File: src/rtl/pid_pkg.sv
// Shared definitions for the PID controller: register map, FSM states and
// a width-generic saturation helper.
package pid_pkg;

   localparam int unsigned ADDR_KP = 0;
   localparam int unsigned ADDR_KI = 1;
   localparam int unsigned ADDR_KD = 2;

   typedef enum logic [2:0] {
      S_IDLE,
      S_CAPTURE,
      S_MUL_P,
      S_MUL_I,
      S_MUL_D,
      S_SUM,
      S_DONE
   } pid_state_e;

   // Clamps a wide signed value to the range of a signed 'width'-bit number.
   // Callers narrow the 64-bit result with a size cast.
   function automatic logic signed [63:0] saturate(input logic signed [63:0] value,
                                                    input int unsigned width);
      logic signed [63:0] max_v;
      logic signed [63:0] min_v;
      max_v = (64'sd1 <<< (width - 1)) - 64'sd1;
      min_v = -max_v - 64'sd1;
      if (value > max_v) begin
         return max_v;
      end
      if (value < min_v) begin
         return min_v;
      end
      return value;
   endfunction

endpackage

File: src/rtl/pid_sat_mac.sv
// Shared gain multiplier: signed product, arithmetic shift by the gain's
// fractional bits, then saturation back to the data width.
module pid_sat_mac
   import pid_pkg::*;
#(
   parameter int D_WIDTH = 16,
   parameter int Q_BITS  = 13
) (
   input  logic signed [D_WIDTH-1:0] coef,
   input  logic signed [D_WIDTH-1:0] operand,
   output logic signed [D_WIDTH-1:0] result
);

   logic signed [2*D_WIDTH-1:0] product;
   logic signed [2*D_WIDTH-1:0] shifted;

   always_comb begin
      product = coef * operand;
      shifted = product >>> Q_BITS;
      result  = D_WIDTH'(saturate(64'(shifted), D_WIDTH));
   end

endmodule

File: src/rtl/pid_controller.sv
// Fixed-point PID controller: one update every six cycles while enabled,
// sharing a single saturating multiplier across the P, I and D terms.
module pid_controller
   import pid_pkg::*;
#(
   parameter int D_WIDTH = 16,
   parameter int Q_BITS  = 13
) (
   input  logic               clk,
   input  logic               rstb,
   input  logic               write_enable,
   input  logic               iterate_enable,
   input  logic [D_WIDTH-1:0] reg_addr,
   input  logic [D_WIDTH-1:0] reg_data,
   input  logic [D_WIDTH-1:0] target,
   input  logic [D_WIDTH-1:0] measurement,
   output logic [D_WIDTH-1:0] out,
   output logic               out_valid
);

   localparam int SUM_W = D_WIDTH + 3;

   pid_state_e state_q, state_d;

   logic signed [D_WIDTH-1:0] kp_q, kp_d;
   logic signed [D_WIDTH-1:0] ki_q, ki_d;
   logic signed [D_WIDTH-1:0] kd_q, kd_d;
   logic signed [D_WIDTH-1:0] e_q, e_d;
   logic signed [D_WIDTH-1:0] e_prev_q, e_prev_d;
   logic signed [D_WIDTH-1:0] integ_q, integ_d;
   logic signed [D_WIDTH-1:0] p_term_q, p_term_d;
   logic signed [D_WIDTH-1:0] i_term_q, i_term_d;
   logic signed [D_WIDTH-1:0] d_term_q, d_term_d;
   logic signed [D_WIDTH-1:0] out_q, out_d;
   logic                      out_valid_q, out_valid_d;

   logic signed [D_WIDTH-1:0] integ_upd;
   logic signed [D_WIDTH-1:0] e_delta;
   logic signed [D_WIDTH-1:0] e_new;
   logic signed [SUM_W-1:0]   term_sum;
   logic signed [D_WIDTH-1:0] mac_coef;
   logic signed [D_WIDTH-1:0] mac_operand;
   logic signed [D_WIDTH-1:0] mac_result;

   pid_sat_mac #(
      .D_WIDTH (D_WIDTH),
      .Q_BITS  (Q_BITS)
   ) u_mac (
      .coef    (mac_coef),
      .operand (mac_operand),
      .result  (mac_result)
   );

   // Operand selection kept apart from next-state logic so the multiplier
   // path does not form a false loop through one combinational block.
   always_comb begin
      e_new       = D_WIDTH'(saturate(64'(signed'(target)) - 64'(signed'(measurement)), D_WIDTH));
      integ_upd   = D_WIDTH'(saturate(64'(integ_q) + 64'(e_q), D_WIDTH));
      e_delta     = D_WIDTH'(saturate(64'(e_q) - 64'(e_prev_q), D_WIDTH));
      term_sum    = SUM_W'(p_term_q) + SUM_W'(i_term_q) + SUM_W'(d_term_q);
      mac_coef    = '0;
      mac_operand = '0;
      case (state_q)
         S_MUL_P: begin
            mac_coef    = kp_q;
            mac_operand = e_q;
         end
         S_MUL_I: begin
            mac_coef    = ki_q;
            mac_operand = integ_upd;
         end
         S_MUL_D: begin
            mac_coef    = kd_q;
            mac_operand = e_delta;
         end
         default: begin
            mac_coef    = '0;
            mac_operand = '0;
         end
      endcase
   end

   always_comb begin
      state_d     = state_q;
      kp_d        = kp_q;
      ki_d        = ki_q;
      kd_d        = kd_q;
      e_d         = e_q;
      e_prev_d    = e_prev_q;
      integ_d     = integ_q;
      p_term_d    = p_term_q;
      i_term_d    = i_term_q;
      d_term_d    = d_term_q;
      out_d       = out_q;
      out_valid_d = 1'b0;

      // Gain writes are independent of the sequencer and land on the next edge.
      if (!write_enable) begin
         if (reg_addr == D_WIDTH'(ADDR_KP)) begin
            kp_d = signed'(reg_data);
         end else if (reg_addr == D_WIDTH'(ADDR_KI)) begin
            ki_d = signed'(reg_data);
         end else if (reg_addr == D_WIDTH'(ADDR_KD)) begin
            kd_d = signed'(reg_data);
         end
      end

      case (state_q)
         S_IDLE: begin
            if (iterate_enable) begin
               state_d = S_CAPTURE;
            end
         end
         S_CAPTURE: begin
            e_d     = e_new;
            state_d = S_MUL_P;
         end
         S_MUL_P: begin
            p_term_d = mac_result;
            state_d  = S_MUL_I;
         end
         S_MUL_I: begin
            integ_d  = integ_upd;
            i_term_d = mac_result;
            state_d  = S_MUL_D;
         end
         S_MUL_D: begin
            d_term_d = mac_result;
            state_d  = S_SUM;
         end
         S_SUM: begin
            out_d       = D_WIDTH'(saturate(64'(term_sum), D_WIDTH));
            e_prev_d    = e_q;
            out_valid_d = 1'b1;
            state_d     = S_DONE;
         end
         S_DONE: begin
            state_d = iterate_enable ? S_CAPTURE : S_IDLE;
         end
         default: begin
            state_d = S_IDLE;
         end
      endcase
   end

   always_ff @(posedge clk) begin
      if (!rstb) begin
         state_q     <= S_IDLE;
         kp_q        <= '0;
         ki_q        <= '0;
         kd_q        <= '0;
         e_q         <= '0;
         e_prev_q    <= '0;
         integ_q     <= '0;
         p_term_q    <= '0;
         i_term_q    <= '0;
         d_term_q    <= '0;
         out_q       <= '0;
         out_valid_q <= 1'b0;
      end else begin
         state_q     <= state_d;
         kp_q        <= kp_d;
         ki_q        <= ki_d;
         kd_q        <= kd_d;
         e_q         <= e_d;
         e_prev_q    <= e_prev_d;
         integ_q     <= integ_d;
         p_term_q    <= p_term_d;
         i_term_q    <= i_term_d;
         d_term_q    <= d_term_d;
         out_q       <= out_d;
         out_valid_q <= out_valid_d;
      end
   end

   assign out       = out_q;
   assign out_valid = out_valid_q;

endmodule

File: config.mk
export PLATFORM = sky130hd
export DESIGN_NAME = pid_controller
export DESIGN_NICKNAME = d
export VERILOG_FILES = /design/src/rtl/pid_pkg.sv /design/src/rtl/pid_sat_mac.sv /design/src/rtl/pid_controller.sv
export SDC_FILE = /design/constraint.sdc
export NUM_CORES = 1
export LEC_CHECK = 0
export CAP_MARGIN = 20
export CELL_PAD_IN_SITES_DETAIL_PLACEMENT = 0
export CELL_PAD_IN_SITES_GLOBAL_PLACEMENT = 1
export CORE_AREA = 5 5 226 228
export CTS_CLUSTER_DIAMETER = 30
export DETAILED_ROUTE_END_ITERATION = 8
export DIE_AREA = 0 0 231 233
export PLACE_DENSITY = 0.79
export SLEW_MARGIN = 20
export SYNTH_ARGS = -nofsm -noshare
export SYNTH_HDL_FRONTEND = slang
export SYNTH_HIERARCHICAL = 1
export SYNTH_SLANG_ARGS = --single-unit
File: constraint.sdc
create_clock -name clk -period 11.9 [get_ports clk]
set_input_delay 1.785 -clock clk [delete_from_list [all_inputs] [get_ports clk]]
set_output_delay 1.785 -clock clk [all_outputs]
set_load 0.02 [all_outputs]
==> results.py <==
metrics = {
    "run_status": {
        "status": "finished clean",
    },
    "global_routing": {
        "met3_usage_pct": 2.64,
        "overflow": 0,
        "grt_max_degree": 96,
        "grt_pass1_vias": 16900,
        "grt.met1_usage_pct": 27.4,
        "track_usage_pct": 20.2,
        "gr-usage-met2_pct": 34.3,
        "top_usage_layer": "met2",
        "grt_pass1_wl_microns": 88100,
        "antenna_found_initial": 1,
    },
    "timing": {
        "worst_pin_slew_ns": 1.13,
        "setup_tns_ns": 0,
        "finalCriticalPeriod_ns": 10.14,
        "finalHoldViolations": 0,
        "finalClockSkew_ns": 0.0121,
        "max-slew-margin-rel_pct": 24.6,
        "period_share_pct": 85.2,
        "drv_slew": 0,
        "rsz0062_at_grt": "false",
        "fmax_mhz": 98.6,
        "setup_viol_count_final": 0,
    },
    "setup_path": {
        "timing_worst_setup_path_type": "reg2reg",
        "crit_top_cell": "fa_1",
        "critical_path.startpoint_type": "register",
        "max_stage_delay_ns": 0.91,
        "cp.required_ns": 12.26,
        "cp_max_fo": 16,
        "cp_num_buf_inv": 4,
        "cp_slowest_cell": "nand3_1",
        "worstPathArrival_ns": 10.50,
        "cp-end-kind": "register",
        "critPathTopFamily": "compound AO/OA/AOI/OAI gates",
    },
    "clocking": {
        "cts_max_path_buffers": 2,
        "ctsResizeCount": 0,
        "clk_pin_slew_ns": 0.07,
        "cts_buffers": 17,
        "clock_sinks": 164,
        "cts_tree": "yes",
        "cts_root_buf": "clkbuf_16",
        "postCtsHoldBufs": 0,
        "insertion_delay_ns": 0.46,
        "cts_setup_buffers": 0,
        "h-tree-depth": 4,
    },
    "power_and_ir_drop": {
        "p_int_w": 0.00106,
        "ir_drop_mv": 0.104,
        "p_leak_nw": 10.2,
        "p_comb_share_pct": 24.6,
        "powerDensity_mw_per_mm2": 69.4,
        "switchingPower_w": 0.000491,
        "power_frac_seq_pct": 37.0,
        "p_sw_share_pct": 31.7,
        "power_frac_clock_pct": 38.4,
    },
    "synthesis": {
        "synthTopCellsByCount": "inv_1 (355), nand2_1 (336), fa_1 (281)",
        "synth_area_per_cell_sq_um": 8.50,
        "synth_top_area_cell": "fa_1",
        "syn_inst": 2378,
        "synth_ff_type": "dfxtp_1",
        "ys.warnings.count": 6,
        "synth-seq-cells": 164,
        "post-synth-top-area-fraction_pct": 27.8,
        "synth-edff-count": 0,
        "async_reset_ff_share_pct": 0,
        "yosysMostFrequentCell": "inv_1",
        "netlist_area_sq_mm": 0.0202,
        "synth_nets": 2870,
        "synthTopCellsByArea": "fa_1 (28%), dfxtp_1 (16%), ha_1 (8.8%), inv_1 (6.6%), nand2_1 (6.2%)",
        "ys_seq_area_share_pct": 16.2,
        "synth_cell_types": 92,
    },
    "finish": {
        "layout.nets": 2907,
        "n_antenna_cell": 0,
        "fin_cells": 3049,
        "fillers": 4719,
        "area_growth_pct": 10.4,
        "drive_gt1_share_pct": 4.70,
        "final_core_util_pct": 45.9,
    },
    "drt": {
        "vias": 16300,
        "drc_errors": 0,
        "avgViaCountPerCell": 5.35,
        "first_pass_iters": 7,
        "wl_per_cell_microns": 17.5,
        "dr.first_iter.drc_count": 1025,
        "totalWireLength_microns": 53200,
        "final_antenna_net_count": 0,
    },
    "floorplan": {
        "num_io_pins": 85,
        "rows": 81,
        "core_area_sq_mm": 0.0486,
        "die_h_microns": 233,
        "die-area_sq_mm": 0.0538,
        "die_w_microns": 231,
        "start_util_pct": 41.6,
    },
    "place": {
        "place.gp.congestion": 0.882,
        "dp_hpwl_microns": 41700,
        "dpl.cell_count": 3018,
        "io_buffers": 84,
    },
    "job": {
        "maxCapViolations": 0,
    },
    "worst_hold_path": {
        "min_path_type": "reg2reg",
    },
}
## placed cells by master (no fill, tap or decap), types with 17 or more instances in the layout
master / n
a21o_1: 39
a21oi_1: 185
a31oi_1: 18
and2_1: 124
buf_4: 39
clkbuf_16: 17
clkdlybuf4s50_1: 84
dfxtp_1: 164
fa_1: 281
ha_1: 143
inv_1: 355
mux2i_1: 64
nand2_1: 336
nand3_1: 23
nor2_1: 130
o21a_1: 22
o21ai_0: 71
o21ai_1: 27
xnor2_1: 46
xor2_1: 26
## logic make-up after synthesis
family / count (synthesis) / synth area share (%)
mux: 64 / 3.17
compound gates: 468 / 14.8
fa+ha+maj: 428 / 36.9
xor+xnor: 74 / 3.28
flops: 164 / 16.2
simple gates: 719 / 16.9
buf+inv: 461 / 8.76
## state kept, by name, indices dropped and copies added (netlist names)
name,flops
ki_q,16
e_q,16
d_term_q,16
out_valid,1
out,16
i_term_q,16
e_prev_q,16
state_q,3
integ_q,16
p_term_q,16
kp_q,16
kd_q,16
## power by group through the flow
stage	Combinational (W)	Sequential, W	Clock (W)
after floorplan	0.000265	0.000582	0
after detailed placement	0.000375	0.000586	0
after global routing	0.000417	0.000575	0.000628
final	0.000381	0.000574	0.000595
after CTS	0.000379	0.000574	0.000610
after global placement	0.000373	0.000586	0
## per-stage QoR
| step | power [W] | area (sq um) | setup slack, ns | hold slack (ns) |
|---|---|---|---|---|
| after floorplan | 0.000847 | 20200 | 3.16 | 0.436 |
| after global placement | 0.000959 | 21700 | 2.05 | 0.444 |
| after detailed placement | 0.000962 | 21700 | 1.80 | 0.448 |
| after CTS | 0.00156 | 22300 | 1.67 | 0.457 |
| after global routing | 0.00162 | 22300 | 1.22 | 0.465 |
| final | 0.00155 | 22300 | 1.76 | 0.456 |
## path summary, 6_finish.rpt
check | startpoint | endpoint | slack, ns | cells past startpoint
setup / recovery | e_q[2] | p_term_q[8] | 1.76 | 31
setup reg to reg | e_q[2] | p_term_q[8] | 1.76 | 31
hold reg to reg | e_prev_q[5] | e_prev_q[5] | 0.46 | 2
hold / removal | e_prev_q[5] | e_prev_q[5] | 0.46 | 2
## tightest hold or removal path, delay by kind of cell, from the launching register on
| family | cells | cell delay (ns) |
|---|---|---|
| AND/OR/NAND/NOR | 1 | 0.05 |
| flip-flops | 1 | 0.31 |
| AO/OA/AOI/OAI | 1 | 0.05 |
## metal layers
metal,vias to the layer above,wire length [microns]
met4,0,1110
met5,-,0
met2,399,25700
met3,62,2380
li1,7774,-
met1,8082,24000
## final cells by class
cell class / count / area [sq um] / share of cell area [%]
clock buffers: 20 / 437 / 1.96
clock inverters: 11 / 175 / 0.785
repair buffers: 123 / 1130 / 5.08
inverters: 356 / 1340 / 6.00
flip-flops and latches: 164 / 3280 / 14.7
well taps: 622 / 778 / 3.49
multi-input cells: 1753 / 15200 / 68.0
(Power assumes the default switching activity.)
